<file path="src/rtl/image_sram_ctrl_if.sv">
// Bus bundle between the tile-buffer controller and its neighbours: pixel input
// stream, conv-engine output stream, read command/status and the image_SRAM port.
interface image_sram_ctrl_if #(
  parameter int DATA_W = 8,
  parameter int ADDR_W = 4
);
  logic [DATA_W-1:0] in_data;
  logic              in_valid;
  logic              in_ready;
  logic              rd_start;
  logic              loaded;
  logic [DATA_W-1:0] out_data;
  logic              out_valid;
  logic              out_ready;
  logic              out_last;
  logic              done;
  logic              sram_cs;
  logic              sram_we;
  logic              sram_rd;
  logic [ADDR_W-1:0] sram_addr;
  logic [DATA_W-1:0] sram_din;
  logic [DATA_W-1:0] sram_dout;

  // Controller side.
  modport master (
    input  in_data, in_valid, rd_start, out_ready, sram_dout,
    output in_ready, loaded, out_data, out_valid, out_last, done,
    output sram_cs, sram_we, sram_rd, sram_addr, sram_din
  );

  // Environment side: pixel source, conv engine and the SRAM itself.
  modport slave (
    output in_data, in_valid, rd_start, out_ready, sram_dout,
    input  in_ready, loaded, out_data, out_valid, out_last, done,
    input  sram_cs, sram_we, sram_rd, sram_addr, sram_din
  );
endinterface

</file>
<file path="src/rtl/image_sram_ctrl.sv">
// Tile buffer controller: writes one tile of pixels into image_SRAM, then on
// rd_start streams it back in address order through a 2-entry skid FIFO.
module image_sram_ctrl #(
  parameter int DATA_W = 8,
  parameter int ADDR_W = 4,
  parameter int DEPTH  = 16
) (
  input  logic              Clk,
  input  logic              Rst_n,
  image_sram_ctrl_if.master bus
);

  typedef enum logic [1:0] {IDLE, LOAD, LOADED, READ} state_t;

  localparam logic [ADDR_W-1:0] LAST_ADDR = ADDR_W'(DEPTH - 1);

  state_t            state, next_state;
  logic [ADDR_W-1:0] wr_ptr;
  logic [ADDR_W-1:0] rd_ptr;
  logic              rd_all;
  logic              inflight;
  logic              inflight_last;
  logic [1:0]        fifo_count;
  logic [DATA_W-1:0] head_data, tail_data;
  logic              head_last, tail_last;
  logic              done_q;

  logic wr_en, wr_last, rd_issue, push, pop, last_pop;

  assign wr_en    = ((state == IDLE) || (state == LOAD)) && bus.in_valid;
  assign wr_last  = (wr_ptr == LAST_ADDR);
  assign push     = inflight;
  assign pop      = (fifo_count != 2'd0) && bus.out_ready;
  assign last_pop = pop && head_last;

  // A read may issue only if the data it returns is guaranteed a FIFO slot,
  // counting the read already in flight and any beat leaving this cycle.
  always_comb begin
    rd_issue = (state == READ) && !rd_all &&
               (({1'b0, fifo_count} + {2'b00, inflight}) < (3'd2 + {2'b00, pop}));
  end

  always_ff @(posedge Clk or negedge Rst_n) begin
    if (!Rst_n) state <= IDLE;
    else        state <= next_state;
  end

  always_comb begin
    next_state = state;
    case (state)
      IDLE:    if (bus.in_valid) next_state = wr_last ? LOADED : LOAD;
      LOAD:    if (bus.in_valid && wr_last) next_state = LOADED;
      LOADED:  if (bus.rd_start) next_state = READ;
      READ:    if (last_pop) next_state = IDLE;
      default: next_state = IDLE;
    endcase
  end

  always_comb begin
    bus.in_ready  = (state == IDLE) || (state == LOAD);
    bus.loaded    = (state == LOADED);
    bus.sram_we   = wr_en;
    bus.sram_rd   = rd_issue;
    bus.sram_cs   = wr_en | rd_issue;
    bus.sram_addr = '0;
    bus.sram_din  = '0;
    if (wr_en) begin
      bus.sram_addr = wr_ptr;
      bus.sram_din  = bus.in_data;
    end else if (rd_issue) begin
      bus.sram_addr = rd_ptr;
    end
    bus.out_valid = (fifo_count != 2'd0);
    bus.out_data  = head_data;
    bus.out_last  = (fifo_count != 2'd0) && head_last;
    bus.done      = done_q;
  end

  always_ff @(posedge Clk or negedge Rst_n) begin
    if (!Rst_n) begin
      wr_ptr <= '0;
    end else if (wr_en) begin
      wr_ptr <= wr_last ? '0 : wr_ptr + ADDR_W'(1);
    end
  end

  // rd_all marks that address DEPTH-1 has been issued, so rd_ptr never has to
  // step past the end of the tile.
  always_ff @(posedge Clk or negedge Rst_n) begin
    if (!Rst_n) begin
      rd_ptr        <= '0;
      rd_all        <= 1'b0;
      inflight      <= 1'b0;
      inflight_last <= 1'b0;
    end else begin
      inflight      <= rd_issue;
      inflight_last <= rd_issue && (rd_ptr == LAST_ADDR);
      if ((state == LOADED && bus.rd_start) || last_pop) begin
        rd_ptr <= '0;
        rd_all <= 1'b0;
      end else if (rd_issue) begin
        if (rd_ptr == LAST_ADDR) rd_all <= 1'b1;
        else                     rd_ptr <= rd_ptr + ADDR_W'(1);
      end
    end
  end

  always_ff @(posedge Clk or negedge Rst_n) begin
    if (!Rst_n) begin
      fifo_count <= 2'd0;
      head_data  <= '0;
      head_last  <= 1'b0;
      tail_data  <= '0;
      tail_last  <= 1'b0;
    end else begin
      case ({push, pop})
        2'b10: begin
          if (fifo_count == 2'd0) begin
            head_data <= bus.sram_dout;
            head_last <= inflight_last;
          end else begin
            tail_data <= bus.sram_dout;
            tail_last <= inflight_last;
          end
          fifo_count <= fifo_count + 2'd1;
        end
        2'b01: begin
          head_data  <= tail_data;
          head_last  <= tail_last;
          fifo_count <= fifo_count - 2'd1;
        end
        2'b11: begin
          if (fifo_count == 2'd1) begin
            head_data <= bus.sram_dout;
            head_last <= inflight_last;
          end else begin
            head_data <= tail_data;
            head_last <= tail_last;
            tail_data <= bus.sram_dout;
            tail_last <= inflight_last;
          end
        end
        default: ;
      endcase
    end
  end

  always_ff @(posedge Clk or negedge Rst_n) begin
    if (!Rst_n) done_q <= 1'b0;
    else        done_q <= last_pop;
  end

  a_we_rd_exclusive: assert property (@(posedge Clk) disable iff (!Rst_n)
    !(bus.sram_we && bus.sram_rd));

  a_fifo_bound: assert property (@(posedge Clk) disable iff (!Rst_n)
    ({1'b0, fifo_count} + {2'b00, inflight}) <= 3'd2);

  a_stall_stable: assert property (@(posedge Clk) disable iff (!Rst_n)
    (bus.out_valid && !bus.out_ready) |=> (bus.out_valid && $stable(bus.out_data)));

endmodule

</file>
<file path="src/flat_wrapper.sv">
// flat-port wrapper written by rule: the top's interface ports become plain ports
module image_sram_ctrl_flat 
#(
  parameter int DATA_W = 8,
  parameter int ADDR_W = 4,
  parameter int DEPTH  = 16
)
  (Clk, Rst_n, bus_in_data, bus_in_valid, bus_rd_start, bus_out_ready, bus_sram_dout, bus_in_ready, bus_loaded, bus_out_data, bus_out_valid, bus_out_last, bus_done, bus_sram_cs, bus_sram_we, bus_sram_rd, bus_sram_addr, bus_sram_din);
  image_sram_ctrl_if #(.DATA_W(DATA_W), .ADDR_W(ADDR_W)) bus_i ();
  input  logic Clk;
  input  logic Rst_n;
  input wire logic [$bits(bus_i.in_data)-1:0] bus_in_data;
  input wire logic [$bits(bus_i.in_valid)-1:0] bus_in_valid;
  input wire logic [$bits(bus_i.rd_start)-1:0] bus_rd_start;
  input wire logic [$bits(bus_i.out_ready)-1:0] bus_out_ready;
  input wire logic [$bits(bus_i.sram_dout)-1:0] bus_sram_dout;
  output wire logic [$bits(bus_i.in_ready)-1:0] bus_in_ready;
  output wire logic [$bits(bus_i.loaded)-1:0] bus_loaded;
  output wire logic [$bits(bus_i.out_data)-1:0] bus_out_data;
  output wire logic [$bits(bus_i.out_valid)-1:0] bus_out_valid;
  output wire logic [$bits(bus_i.out_last)-1:0] bus_out_last;
  output wire logic [$bits(bus_i.done)-1:0] bus_done;
  output wire logic [$bits(bus_i.sram_cs)-1:0] bus_sram_cs;
  output wire logic [$bits(bus_i.sram_we)-1:0] bus_sram_we;
  output wire logic [$bits(bus_i.sram_rd)-1:0] bus_sram_rd;
  output wire logic [$bits(bus_i.sram_addr)-1:0] bus_sram_addr;
  output wire logic [$bits(bus_i.sram_din)-1:0] bus_sram_din;
  assign bus_i.in_data = bus_in_data;
  assign bus_i.in_valid = bus_in_valid;
  assign bus_i.rd_start = bus_rd_start;
  assign bus_i.out_ready = bus_out_ready;
  assign bus_i.sram_dout = bus_sram_dout;
  assign bus_in_ready = bus_i.in_ready;
  assign bus_loaded = bus_i.loaded;
  assign bus_out_data = bus_i.out_data;
  assign bus_out_valid = bus_i.out_valid;
  assign bus_out_last = bus_i.out_last;
  assign bus_done = bus_i.done;
  assign bus_sram_cs = bus_i.sram_cs;
  assign bus_sram_we = bus_i.sram_we;
  assign bus_sram_rd = bus_i.sram_rd;
  assign bus_sram_addr = bus_i.sram_addr;
  assign bus_sram_din = bus_i.sram_din;
  image_sram_ctrl #(.DATA_W(DATA_W), .ADDR_W(ADDR_W), .DEPTH(DEPTH)) u_core (.Clk(Clk), .Rst_n(Rst_n), .bus(bus_i));
endmodule
</file>
<file path="config.mk">
export PLATFORM = sky130hd
export DESIGN_NAME = image_sram_ctrl_flat
export DESIGN_NICKNAME = d
export VERILOG_FILES = /design/src/rtl/image_sram_ctrl_if.sv /design/src/rtl/image_sram_ctrl.sv /design/src/flat_wrapper.sv
export SDC_FILE = /design/constraint.sdc
export NUM_CORES = 1
export LEC_CHECK = 0
export ABC_AREA = 1
export ABC_CLOCK_PERIOD_IN_PS = 1830
export BUFFER_PORTS_ARGS = -buffer_cell sky130_fd_sc_hd__buf_2
export CAP_MARGIN = 20
export CELL_PAD_IN_SITES_DETAIL_PLACEMENT = 0
export CELL_PAD_IN_SITES_GLOBAL_PLACEMENT = 1
export CORE_MARGIN = 4
export CORE_UTILIZATION = 35
export CTS_CLUSTER_SIZE = 8
export DETAILED_ROUTE_END_ITERATION = 8
export GPL_TIMING_DRIVEN = 0
export PLACE_DENSITY = 0.8
export SLEW_MARGIN = 15
export SYNTH_ARGS = -nofsm -noshare
export SYNTH_HDL_FRONTEND = slang
export SYNTH_SLANG_ARGS = --single-unit
</file>
<file path="constraint.sdc">
create_clock -name Clk -period 1.83 [get_ports Clk]
set_clock_uncertainty 0.15 [all_clocks]
set_input_delay 0.183 -clock Clk [delete_from_list [all_inputs] [get_ports Clk]]
set_output_delay 0.183 -clock Clk [all_outputs]
set_load 0.05 [all_outputs]
</file>
==> impl_results.md <==
* Worst-margin pin slew at slightly below 0.8 ns
* Vias in the first global route at 2010
* Crit end category: output pin
* Die X-Extent at just over 80 um
* Largest net degree at the start of global routing at 35
* CTS root buffer: clkbuf_8
* Fraction of registers with async set/reset at 100%
* Run status: complete, but fails checks
* Synth area leaders: dfrtp_1, nand2_1, ha_1
* Antenna violations before repair at 0
* Flop pwr share at about 22%
* Worst Path Required at ~1.5 ns
* Hold Fails Final Rpt at 0
* Sw Share at 49.4%
* FF/Latch Area at about 850 um^2
* Worst-path clk slew at roughly 0.07 ns
* Slew headroom at between 40% and 50%
* Layout fillers at 485
* Initial DRC count at roughly 110
* Multi-input logic area at about 1300 um^2
* Share of cells above drive strength 1 at between 40 and 50%
* Post-synthesis compound-gate area fraction at 10.6%
* CP Max Fanout at 7
* Sequential-to-total area share from yosys stat at between 40% and 50%
* Synth Area in Adders at 8.87%
* Post-synth top cells: nand2_1, inv_1, dfrtp_1
* Top-area cell type share of the netlist area at between 40% and 50%
* Fin. max-slew vios at 0
* Main combinational cell family by area after synthesis: simple AND/OR/NAND/NOR gates
* RSZ-0062 raised after global routing: true
* Final setup viols at 37
* Failing checks: negative setup slack
* Routability Congestion at just over 0.7
* Tmin final at ~2.2 ns
* Distinct cells, synth at 28
* Via/cell ratio at 4.65
* CORE AREA at roughly 5500 um^2
* Maximum clock rate at roughly 0.46 GHz
* Mux contribution to synthesized area at 0%
* Number of flops mapped to enable cells by yosys at 0
* Overflow after GRT at 0
* DRC at 0
* Max VDD drop at roughly 1200 uV
* Internal at roughly 0.0031 W
* Die Y at approximately 83 um
* DP HPWL at ~3300 um
* Final Power at ~0.0061 W
* Synth Register Bits at 34
* Avg Inst Size Synth at between 7 and 8 um^2
* LEAKAGE at roughly 1.5 nW
* Final WL at 5100 um
* Crit path launch type: flop
* CP Class: flop to output pin
* Starting Density at a little over a third
* Core Util, Final at 58.5%
* Final net count at between 300 and 400
* ANT cells at 0
* Post-Synth Simple-Gate Area at around a quarter
* HP Class: input pin to flop
* Drt wl/cell at between 10 and 15 um
* Fin worst setup slack at -0.355 ns
* Synth-to-layout area growth at 63.1%
* Post-Syn Area at a little under 2000 um^2
* Period utilization at 119%
* Cell Pwr Density at roughly 1900 nW/um^2
* Logic pwr share at between 60% and 70%
* Post-route ant nets at 0
* Clk buf depth at 2
* Mapped Cells at 250
* Ports at between 40 and 50
* Die area at around 6900 um^2
* Warnings from Yosys at 0
* Area leader, netlist: dfrtp_1
* GRT Total Usage at roughly 16%
* Main flop type after synthesis: dfrtp_1
* P_sw at 0.00301 W
* CTS buffer count at 5
* Routed via count at 1905
* Clk_lat worst skew at between 0.2 and 0.3 ns
* Clk sink count at 34
* Max-Cap Viols at 0
* Max H-tree Level at 2
* Synth Area in XOR/XNOR at between 1 and 1.5%
* Syn nets at 285
* Row cnt at 27
* Worst R2R Setup Slack at -0.19 ns
* Most numerous cell in the Yosys netlist: nand2_1
* CTS tree: built
* Drt first pass iters at 4
* First-pass GRT wire length at between 9000 and 10000 um
* Clk pwr share at between 10% and 20%
* Port bufs at 48
* Data arrival, critical path at between 1.5 and 2 ns
## layer usage
layer | vias up | routed length, um | track usage (%)
met5 | - | 0 | 0
met4 | 0 | 67 | 4.16
met3 | 8 | 322 | 5.56
met2 | 49 | 2510 | 26.2
met1 | 883 | 2200 | 19.5
li1 | 965 | - | -
## per-stage QoR
stage	cell area [um^2]	std cells	worst slack (ns)	setup TNS, ns	hold WS, ns
after floorplan	2250	250	-0.173	-1.96	-0.263
after global placement	2580	370	-0.213	-3.46	0.162
after detailed placement	2580	370	-0.217	-3.98	0.164
after CTS	3120	406	-0.327	-5.20	0.000314
after global routing	3220	410	-0.437	-9.09	0.0167
final	3220	410	-0.355	-5.94	0.00268
## registers in the layout (all words and copies together), names as in the netlist, 2 cells and up
signal / cells
u_core.bus.out_data: 8
u_core.fifo_count: 2
u_core.rd_ptr: 4
u_core.state: 2
u_core.tail_data: 8
u_core.wr_ptr: 4
## area by class of cell
class / instances / area share [%]
sequential: 34 / 26.5
clock inverter: 3 / 1.24
timing repair buffer: 79 / 20.5
buffer: 4 / 1.79
clock buffer: 5 / 2.14
multi-input combinational: 167 / 39.1
inverter: 46 / 5.94
tap: 72 / 2.80
## final timing paths
path | start | to | cells after the start
min in group asynchronous | Rst_n | u_core.fifo_count[0] | 2
worst max register to register | u_core.fifo_count[0] | u_core.bus.out_data[1] | 12
max in group asynchronous | Rst_n | u_core.inflight | 2
worst max-delay path | u_core.fifo_count[0] | bus_sram_addr[2] | 6
worst min-delay path | bus_sram_dout[2] | u_core.tail_data[2] | 3
worst min register to register | u_core.tail_data[0] | u_core.tail_data[0] | 2
## what timing repair did
action,in CTS,in global routing
gates cloned,4,0
hold buffers,8,0
pin swaps,8,4
hold endpoints to repair,44,0
setup buffers,16,4
setup endpoints to repair,33,39
gates resized for setup,54,27
## logic make-up after synthesis
kind of cell / Yosys count
buf+inv: 50
compound gates: 34
simple gates: 115
flops: 34
xor+xnor: 3
fa+ha+maj: 14
## cells in the final DEF, fill, tap and decap left out, drive strengths merged
cell type    count
nand2           60
nor3             2
nor3b            1
nand3           24
a21oi            4
clkinv           2
nand4            1
bufinv           1
o211ai           1
clkinvlp         1
a31oi            9
inv             45
dlygate4sd3      8
buf             74
xnor2            3
nor2            27
or2              1
clkbuf           6
o22ai            2
dfrtp           34
o21ai           18
ha              14
## power groups by stage
stage | Combinational, W | Clock (W) | Sequential (W)
after floorplan | 0.00229 | 0 | 0.00164
after global placement | 0.00319 | 0 | 0.00134
after detailed placement | 0.00324 | 0 | 0.00134
after CTS | 0.00393 | 0.000697 | 0.00132
after global routing | 0.00445 | 0.000735 | 0.00136
final | 0.00409 | 0.000680 | 0.00133
## worst max-delay path: stages, from the launching register on
cell and delay [ns]:
dfrtp_1 0.41, ha_2 0.21, ha_4 0.16, nor3b_4 0.31, nand2_8 0.14, o21ai_4 0.17, buf_8 0.17
Power figures use the tool's default switching activity.
